===== config.mk =====
export PLATFORM = sky130hd
export DESIGN_NAME = skolem_tt_capture
export DESIGN_NICKNAME = d
export VERILOG_FILES = /design/src/rtl/skolem_tt_capture.sv
export SDC_FILE = /design/constraint.sdc
export NUM_CORES = 1
export LEC_CHECK = 0
export ABC_AREA = 0
export CORE_MARGIN = 4
export CORE_UTILIZATION = 45
export DETAILED_ROUTE_END_ITERATION = 7
export GPL_TIMING_DRIVEN = 0
export PLACE_DENSITY_LB_ADDON = 0.1
export SYNTH_ARGS = -nofsm -noshare
export SYNTH_HDL_FRONTEND = slang
export SYNTH_SLANG_ARGS = --single-unit

===== constraint.sdc =====
create_clock -name clk -period 2.6 [get_ports clk]
set_input_delay 0.52 -clock clk [delete_from_list [all_inputs] [get_ports clk]]
set_output_delay 0.52 -clock clk [all_outputs]
set_load 0.02 [all_outputs]

===== src/rtl/skolem_tt_capture.sv =====
// Truth-table capture harness around a combinational Skolem block: sweeps all
// 2^IN_W input vectors and streams the results out one byte at a time.
// Optional CRC-8 signature port when SKOLEM_TT_CRC_EN is defined.
module skolem_tt_capture #(
  parameter int IN_W = 8
) (
  input  logic            clk,
  input  logic            rst_n,
  input  logic            start,
  output logic            busy,
  output logic [IN_W-1:0] sk_in,
  input  logic            sk_out,
  output logic [7:0]      out_data,
  output logic            out_valid,
  input  logic            out_ready,
  output logic            out_last,
  output logic [IN_W:0]   ones_cnt,
  output logic            done
`ifdef SKOLEM_TT_CRC_EN
  ,
  output logic [7:0]      crc
`endif
);

  typedef enum logic [1:0] {S_IDLE, S_SWEEP, S_EMIT, S_DONE} state_e;

  state_e          state_q, state_d;
  logic [IN_W-1:0] idx_q, idx_d;
  logic [IN_W-1:0] sk_in_q, sk_in_d;
  logic [7:0]      shift_q, shift_d;
  logic [IN_W:0]   ones_q, ones_d;
  logic [7:0]      data_q, data_d;
  logic            valid_q, valid_d;
  logic            last_q, last_d;
  logic            busy_q, busy_d;
  logic            done_q, done_d;
  logic            start_acc;
  logic            hs;

  assign start_acc = start && (state_q == S_IDLE || state_q == S_DONE);
  assign hs        = (state_q == S_EMIT) && valid_q && out_ready;

  // State register
  always_ff @(posedge clk or negedge rst_n) begin
    if (!rst_n) state_q <= S_IDLE;
    else        state_q <= state_d;
  end

  // Next-state logic
  always_comb begin
    state_d = state_q;
    case (state_q)
      S_IDLE:  if (start) state_d = S_SWEEP;
      S_SWEEP: if (idx_q[2:0] == 3'd7) state_d = S_EMIT;
      S_EMIT:  if (hs) state_d = last_q ? S_DONE : S_SWEEP;
      S_DONE:  if (start) state_d = S_SWEEP;
      default: state_d = S_IDLE;
    endcase
  end

  // Datapath / output next values. sk_in only advances while staying in SWEEP,
  // so during EMIT it keeps showing the last vector sampled.
  always_comb begin
    idx_d   = idx_q;
    sk_in_d = sk_in_q;
    shift_d = shift_q;
    ones_d  = ones_q;
    data_d  = data_q;
    valid_d = valid_q;
    last_d  = last_q;
    busy_d  = busy_q;
    done_d  = 1'b0;
    case (state_q)
      S_IDLE, S_DONE: begin
        if (start) begin
          idx_d   = '0;
          sk_in_d = '0;
          shift_d = '0;
          ones_d  = '0;
          busy_d  = 1'b1;
        end
      end
      S_SWEEP: begin
        shift_d[idx_q[2:0]] = sk_out;
        ones_d = ones_q + {{IN_W{1'b0}}, sk_out};
        idx_d  = idx_q + 1'b1;
        if (idx_q[2:0] == 3'd7) begin
          data_d  = shift_d;
          valid_d = 1'b1;
          last_d  = &idx_q;
        end else begin
          sk_in_d = idx_d;
        end
      end
      S_EMIT: begin
        if (hs) begin
          valid_d = 1'b0;
          last_d  = 1'b0;
          if (last_q) begin
            busy_d = 1'b0;
            done_d = 1'b1;
          end else begin
            sk_in_d = idx_q;
          end
        end
      end
      default: ;
    endcase
  end

  always_ff @(posedge clk or negedge rst_n) begin
    if (!rst_n) begin
      idx_q   <= '0;
      sk_in_q <= '0;
      shift_q <= '0;
      ones_q  <= '0;
      data_q  <= '0;
      valid_q <= 1'b0;
      last_q  <= 1'b0;
      busy_q  <= 1'b0;
      done_q  <= 1'b0;
    end else begin
      idx_q   <= idx_d;
      sk_in_q <= sk_in_d;
      shift_q <= shift_d;
      ones_q  <= ones_d;
      data_q  <= data_d;
      valid_q <= valid_d;
      last_q  <= last_d;
      busy_q  <= busy_d;
      done_q  <= done_d;
    end
  end

  assign busy      = busy_q;
  assign sk_in     = sk_in_q;
  assign out_data  = data_q;
  assign out_valid = valid_q;
  assign out_last  = last_q;
  assign ones_cnt  = ones_q;
  assign done      = done_q;

`ifdef SKOLEM_TT_CRC_EN
  logic [7:0] crc_q, crc_d;

  // CRC-8 poly 0x07, MSB first, no reflection, no final XOR
  function automatic logic [7:0] crc8_byte(input logic [7:0] c, input logic [7:0] d);
    logic [7:0] r;
    r = c;
    for (int i = 7; i >= 0; i--) begin
      if (r[7] ^ d[i]) r = {r[6:0], 1'b0} ^ 8'h07;
      else             r = {r[6:0], 1'b0};
    end
    return r;
  endfunction

  always_comb begin
    crc_d = crc_q;
    if (start_acc) crc_d = 8'h00;
    else if (hs)   crc_d = crc8_byte(crc_q, data_q);
  end

  always_ff @(posedge clk or negedge rst_n) begin
    if (!rst_n) crc_q <= 8'h00;
    else        crc_q <= crc_d;
  end

  assign crc = crc_q;
`endif

endmodule


# Word-level counts from Yosys, hierarchy flattened
# Index checks and enable logic that the tools add are counted.
word_totals:
  reg_bits: 47
  input_bits: 5
  out_inout_bits: 29
  elab_cells: 68
classes:
  addsub: 2
  magnitude_cmp: 2
  eq_ne: 10
  mux: 29
  n_reduce_logical: 15
op_table:
  columns: ["operator", "count"]
  rows:
  - ["8-bit 2-to-1 mux", 4]
  - ["8-bit one-hot mux with 2 select lines", 2]
  - ["8-bit one-hot mux with 3 select lines", 1]
  - ["9-bit one-hot mux with 2 select lines", 1]
  - ["1-bit 2-to-1 mux", 10]
  - ["2-bit != test (second input constant)", 5]
  - ["9-bit by 1-bit adder with 9-bit output", 1]
  - ["9-bit 2-to-1 mux", 1]
  - ["8-bit by 1-bit adder with 8-bit output (second input constant)", 1]
  - ["8-bit bitwise mux", 1]
  - ["2-bit 2-to-1 mux", 4]
  - ["4-bit AND reduction", 2]
  - ["8-bit AND reduction", 1]
  - ["1-bit one-hot mux with 2 select lines", 3]
  - ["2-bit one-hot mux with 3 select lines", 1]
  - ["3-bit AND reduction", 2]
  - ["2-bit nonzero test", 3]
  - ["2-bit == test (second input constant)", 2]
  - ["3-bit by 4-bit < comparator with 1-bit output (second input constant)", 1]
  - ["2-bit AND reduction", 2]
  - ["1-bit demux with 3-bit select", 1]
  - ["3-bit == test (second input constant)", 1]
  - ["3-bit by 1-bit >= comparator with 1-bit output (second input constant)", 1]
  - ["1-bit logical AND", 3]
  - ["4 further kinds", 4]

# Depth between registers and ports, before layout
depth:
  word_depth: 6
  ltp_mapped: 8
  mapped_depth_nobuf: 6

# Worst setup path before layout
# Ideal clock, no wire load.
synth_timing:
  kind: "register to register"
  start: "register state_q[0]"
  end: "register ones_q[7], in the netlist ones_cnt[7]"
  setup_time_ns: 0.134
  t_arrival_ns: 1.588
  path_slack_ns: 0.878
  stages_incl_launch_ff: 9
  path_buffers: 2
  period_less_slack_ns: 1.722
  cell_sequence: "dfrtp_1 > inv_1 > ha_1 > buf_4 > mux2i_4 > buf_2 > nor2_1 > mux2i_1 > o21ai_0"
synth_between:
  elab_chain_cells: 4
  word_cells_on_any_way: 8
  cone_classes: "3 x eq/ne; 1 x mux; 4 x reduce/logical"
synth_rtl:
  columns: ["item", "line", "source"]
  rows:
  - ["from (decl)", "27", "state_e state_q, state_d;"]
  - ["from (signal assigned)", "46", "else state_q <= state_d;"]
  - ["2-bit == test or 2-bit logical NOT (tied branches)", "73", "case (state_q)"]
  - ["2-bit OR reduction (no source line)", null, null]
  - ["2-bit by 1-bit != test with 1-bit output (no source line) or 2-bit nonzero test (tied branches)", null, null]
  - ["2-bit AND reduction (no source line)", null, null]
  - ["to (signal assigned)", "126", "ones_q <= ones_d;"]
  - ["to (decl)", "31", "logic [IN_W:0] ones_q, ones_d;"]
# Several ways; a longest one is shown, not always the timed one.
# A chain may end at the register's enable or synchronous reset.

# Final worst setup path
layout_timing:
  start: "register idx_q[0]"
  end: "register sk_in_q[3], in the netlist sk_in[3]"
layout_between:
  elab_chain_cells: 3
  word_cells_on_any_way: 6
  cone_classes: "1 x add/sub; 2 x eq/ne; 2 x mux; 1 x reduce/logical"
layout_rtl:
  columns: ["item", "line", "source"]
  rows:
  - ["from (decl)", "28", "logic [IN_W-1:0] idx_q, idx_d;"]
  - ["from (signal assigned)", "123", "idx_q <= idx_d;"]
  - ["8-bit by 1-bit adder with 8-bit output or 3-bit == test (tied branches)", "86, 87", null]
  - ["8-bit 2-to-1 mux or 2-bit != test (tied branches)", null, null]
  - ["8-bit one-hot mux with 3 select lines or 4-bit AND reduction (tied branches)", null, null]
  - ["to (signal assigned)", "124", "sk_in_q <= sk_in_d;"]
  - ["to (decl)", "29", "logic [IN_W-1:0] sk_in_q, sk_in_d;"]
# Several ways; a longest one is shown, not always the timed one. The select of a mux whose other input is x is not followed.

==> impl_metrics.tcl <==
set metrics [dict create \
    clock_sinks 47 \
    p_int_mw 1.761 \
    syn_nets 270 \
    via_count 1979 \
    cts_tree "done" \
    slew_headroom_pct 70.32 \
    ant_nets 0 \
    syn-cell-area_um2 2442 \
    layout-drive-gt1-share_pct 8.333 \
    numPortBuffers 33 \
    rsz0062_at_grt "false" \
    critPathCaptureType "flop" \
    final_hold_viol_count 0 \
    grt_usage_pct 17.83 \
    synthAdderAreaFrac_pct 3.586 \
    combPwrFrac_pct 50.0 \
    avgSynthCellArea_um2 9.466 \
    grt_pass1_vias 1910 \
    seqPwrFrac_pct 34.4 \
    ys_types 35 \
    nFillCells 455 \
    slew_viol_final 0 \
    drt_iter0_markers 89 \
    die_w_um 81.67 \
    worstPathRequired_ns 2.78 \
    root_buffer "clkbuf_8" \
    fin_nets 311 \
    syn_to_final_growth_pct 21.82 \
    gr-total-overflow 0 \
    synth-compound-area-share_pct 16.39 \
    drc_errors 0 \
    synth_top_family_by_area "simple AND/OR/NAND/NOR gates" \
    yosys.area_share.simple_pct 19.31 \
    clk_latency_ns 0.30 \
    synthMuxAreaShare_pct 7.941 \
    totalNegativeSetupSlack_ns 0 \
    cts_buffers 5 \
    gp_congestion 0.8464 \
    slowest_stage "dfrtp_1" \
    worst_pin_slew_ns 0.4452 \
    grt_pass1_wl_um 9135 \
    outcome "complete, no violations" \
    clock_path_buffers 2 \
    drt_wl_total_um 5400 \
    setup_viol_count_final 0 \
    worst_ep_arrival_time_ns 2.26 \
    finClkSkew_ns 0.007731 \
    first_pass_iters 4 \
    holdBufCountCts 0 \
    p_clk_share_pct 15.6 \
    ctsResizeCount 0 \
    ys.warnings.count 0 \
    rows 26 \
    cp-startpoint "idx_q[0]" \
    initial_core_util_pct 47.22 \
    clk_pin_slew_ns 0.08 \
    yosys_register_bits 47 \
    reg2reg_depth 7 \
    postCtsSetupRepairBufs 0 \
    finalCritPeriodShare_pct 80.23 \
    p_leak_nw 1.305 \
    fp.dieH_um 81.67 \
    cp-endpoint "sk_in[3]" \
    hold_path.class "in2async" \
    vias_per_cell 5.349 \
    crit_type "reg2reg" \
    ys_seq_area_share_pct 48.16 \
    io_pins 34 \
    start_kind "flop" \
    worst_slack_ns 0.5141 \
    max-vdd-ir-drop_v 0.0006274 \
    htree_levels 2 \
    grt_max_degree 37 \
    crit_chain "ha_1 > ha_1 > nand2_1 > nand4_1 > buf_2 > a22oi_1 > nand2_1" \
    power_density_nw_per_um2 1034 \
    antenna_found_initial 0 \
    cp_max_fo 10 \
    place_hpwl_um 3802 \
    r2r_end "sk_in[3]" \
    slowest_delay_ns 0.44 \
    switching_share_pct 42.75 \
    synth-xor-area-share_pct 0.3586 \
    core-area_um2 5172 \
    wl_per_cell_um 14.59 \
    max_freq_mhz 479.4 \
    switching_power_mw 1.315 \
    synthCells 258 \
    r2r_slack_ns 0.51 \
    drv_cap 0 \
    n_antenna_cell 0 \
    place_ws_ns 0.2859 \
    timing.final.crit_period_ns 2.086 \
    crit-reg2reg-launch "idx_q[0]" \
    die_area_um2 6670 \
]
==> cells in the final DEF (no fill, tap or decap), types with 5 or more instances in the layout <==
master,synthesis,routed
o21ai_0,29,29
nor2_1,18,18
clkdlybuf4s50_1,0,32
buf_2,8,9
a21oi_1,5,5
nand3_1,7,7
dfrtp_1,47,47
clkbuf_8,0,7
clkbuf_1,6,7
nor3_1,7,7
inv_1,7,7
nand2_1,46,46
a22o_1,10,10
mux2i_1,16,16
ha_1,7,7
==> routing by layer <==
metal	routed length [µm]	part of all wire, %	vias to the layer above	track usage (%)
li1	-	-	988	-
met1	2865	53	948	26.24
met2	2300	43	35	25.98
met3	159	2.9	8	3.509
met4	74	1.4	0	6.478
met5	0	0	-	0
==> cell usage after synthesis (all sizes together) <==
cell type	n	area [µm²]
a21bo	1	10.01
a21boi	1	7.510
a21o	2	15.01
a21oi	5	25.02
a22o	10	87.58
a22oi	4	30.03
a31oi	2	12.51
and2	2	12.51
and4	1	8.760
buf	10	55.05
clkbuf	6	22.52
dfrtp	47	1176
ha	7	87.58
inv	7	26.28
mux2	1	11.26
mux2i	17	182.7
nand2	46	172.7
nand2b	3	18.77
nand3	8	52.55
nand3b	3	22.52
nand4	4	25.02
nor2	18	67.56
nor2b	1	6.260
nor3	7	35.03
nor3b	2	15.01
nor4	2	12.51
o211ai	4	30.03
o21a	1	7.510
o21ai	29	145.1
o31ai	4	30.03
or4	2	22.52
xor2	1	8.760
==> kinds of logic after synthesis <==
family                     count (synthesis)
adders and majority gates                  7
buffers and inverters                     23
DFF                                       47
muxes                                     18
and+or+nand+nor                           99
xor gates and xnor gates                   1
AOI/OAI and AO/OA                         63
==> cell type report <==
cell class,instances,area [µm²],share of cell area (%)
Timing Repair Buffer,34,345.3,11.61
Inverter,7,26.28,0.8831
Multi-Input combinational cell,188,1162,39.07
Clock buffer,8,100.1,3.364
Buffer,16,77.57,2.607
Tap cell,70,87.58,2.944
Sequential cell,47,1176,39.53
==> worst max-delay path: cells and delay by family, from the launching register on <==
family	cells	cell delay [ns]
and+or+nand+nor	3	0.56
AOI/OAI and AO/OA	1	0.20
DFF	1	0.44
adders and majority gates	2	0.52
buffers and inverters	1	0.25
==> power by group through the flow <==
stage	combinational (mW)	sequential [mW]	clock [mW]
final	1.54	1.06	0.479
after CTS	1.55	1.06	0.499
after global routing	1.71	1.09	0.523
after detailed placement	1.54	1.07	0
after floorplan	0.916	1.17	0
after global placement	1.53	1.07	0
==> state kept, by name, indices dropped and copies added, names as in the netlist <==
name,flops
sk_in,8
state_q,2
done,1
idx_q,8
busy,1
ones_cnt,9
out_data,8
out_last,1
shift_q,8
out_valid,1
==> worst min-delay path by stage <==
| stage | slack, ns | cells after the start | to |
|---|---|---|---|
| 3_5_place_dp | 0.42 | 1 | sk_in[7] |
| 5_1_grt | 0.10 | 1 | sk_in[7] |
| 4_1_cts | 0.09 | 1 | sk_in[7] |
| 6_report | 0.09 | 1 | sk_in[7] |
| 2_1_floorplan | 0.22 | 0 | busy |
| 3_3_place_gp | 0.46 | 2 | shift_q[4] |
==> metrics by stage <==
step / area, µm² / instances / power [mW] / hold WS, ns / utilization (%)
final: 2975 / 370 / 3.076 / 0.08861 / 57.52
after global routing: 2975 / 370 / 3.315 / 0.1008 / 57.52
after CTS: 2975 / 370 / 3.104 / 0.09079 / 57.52
after detailed placement: 2875 / 362 / 2.612 / 0.4195 / 55.59
after global placement: 2860 / 361 / 2.592 / 0.4607 / 55.30
after floorplan: 2442 / 258 / 2.088 / 0.2244 / -
(Power assumes the default switching activity.)
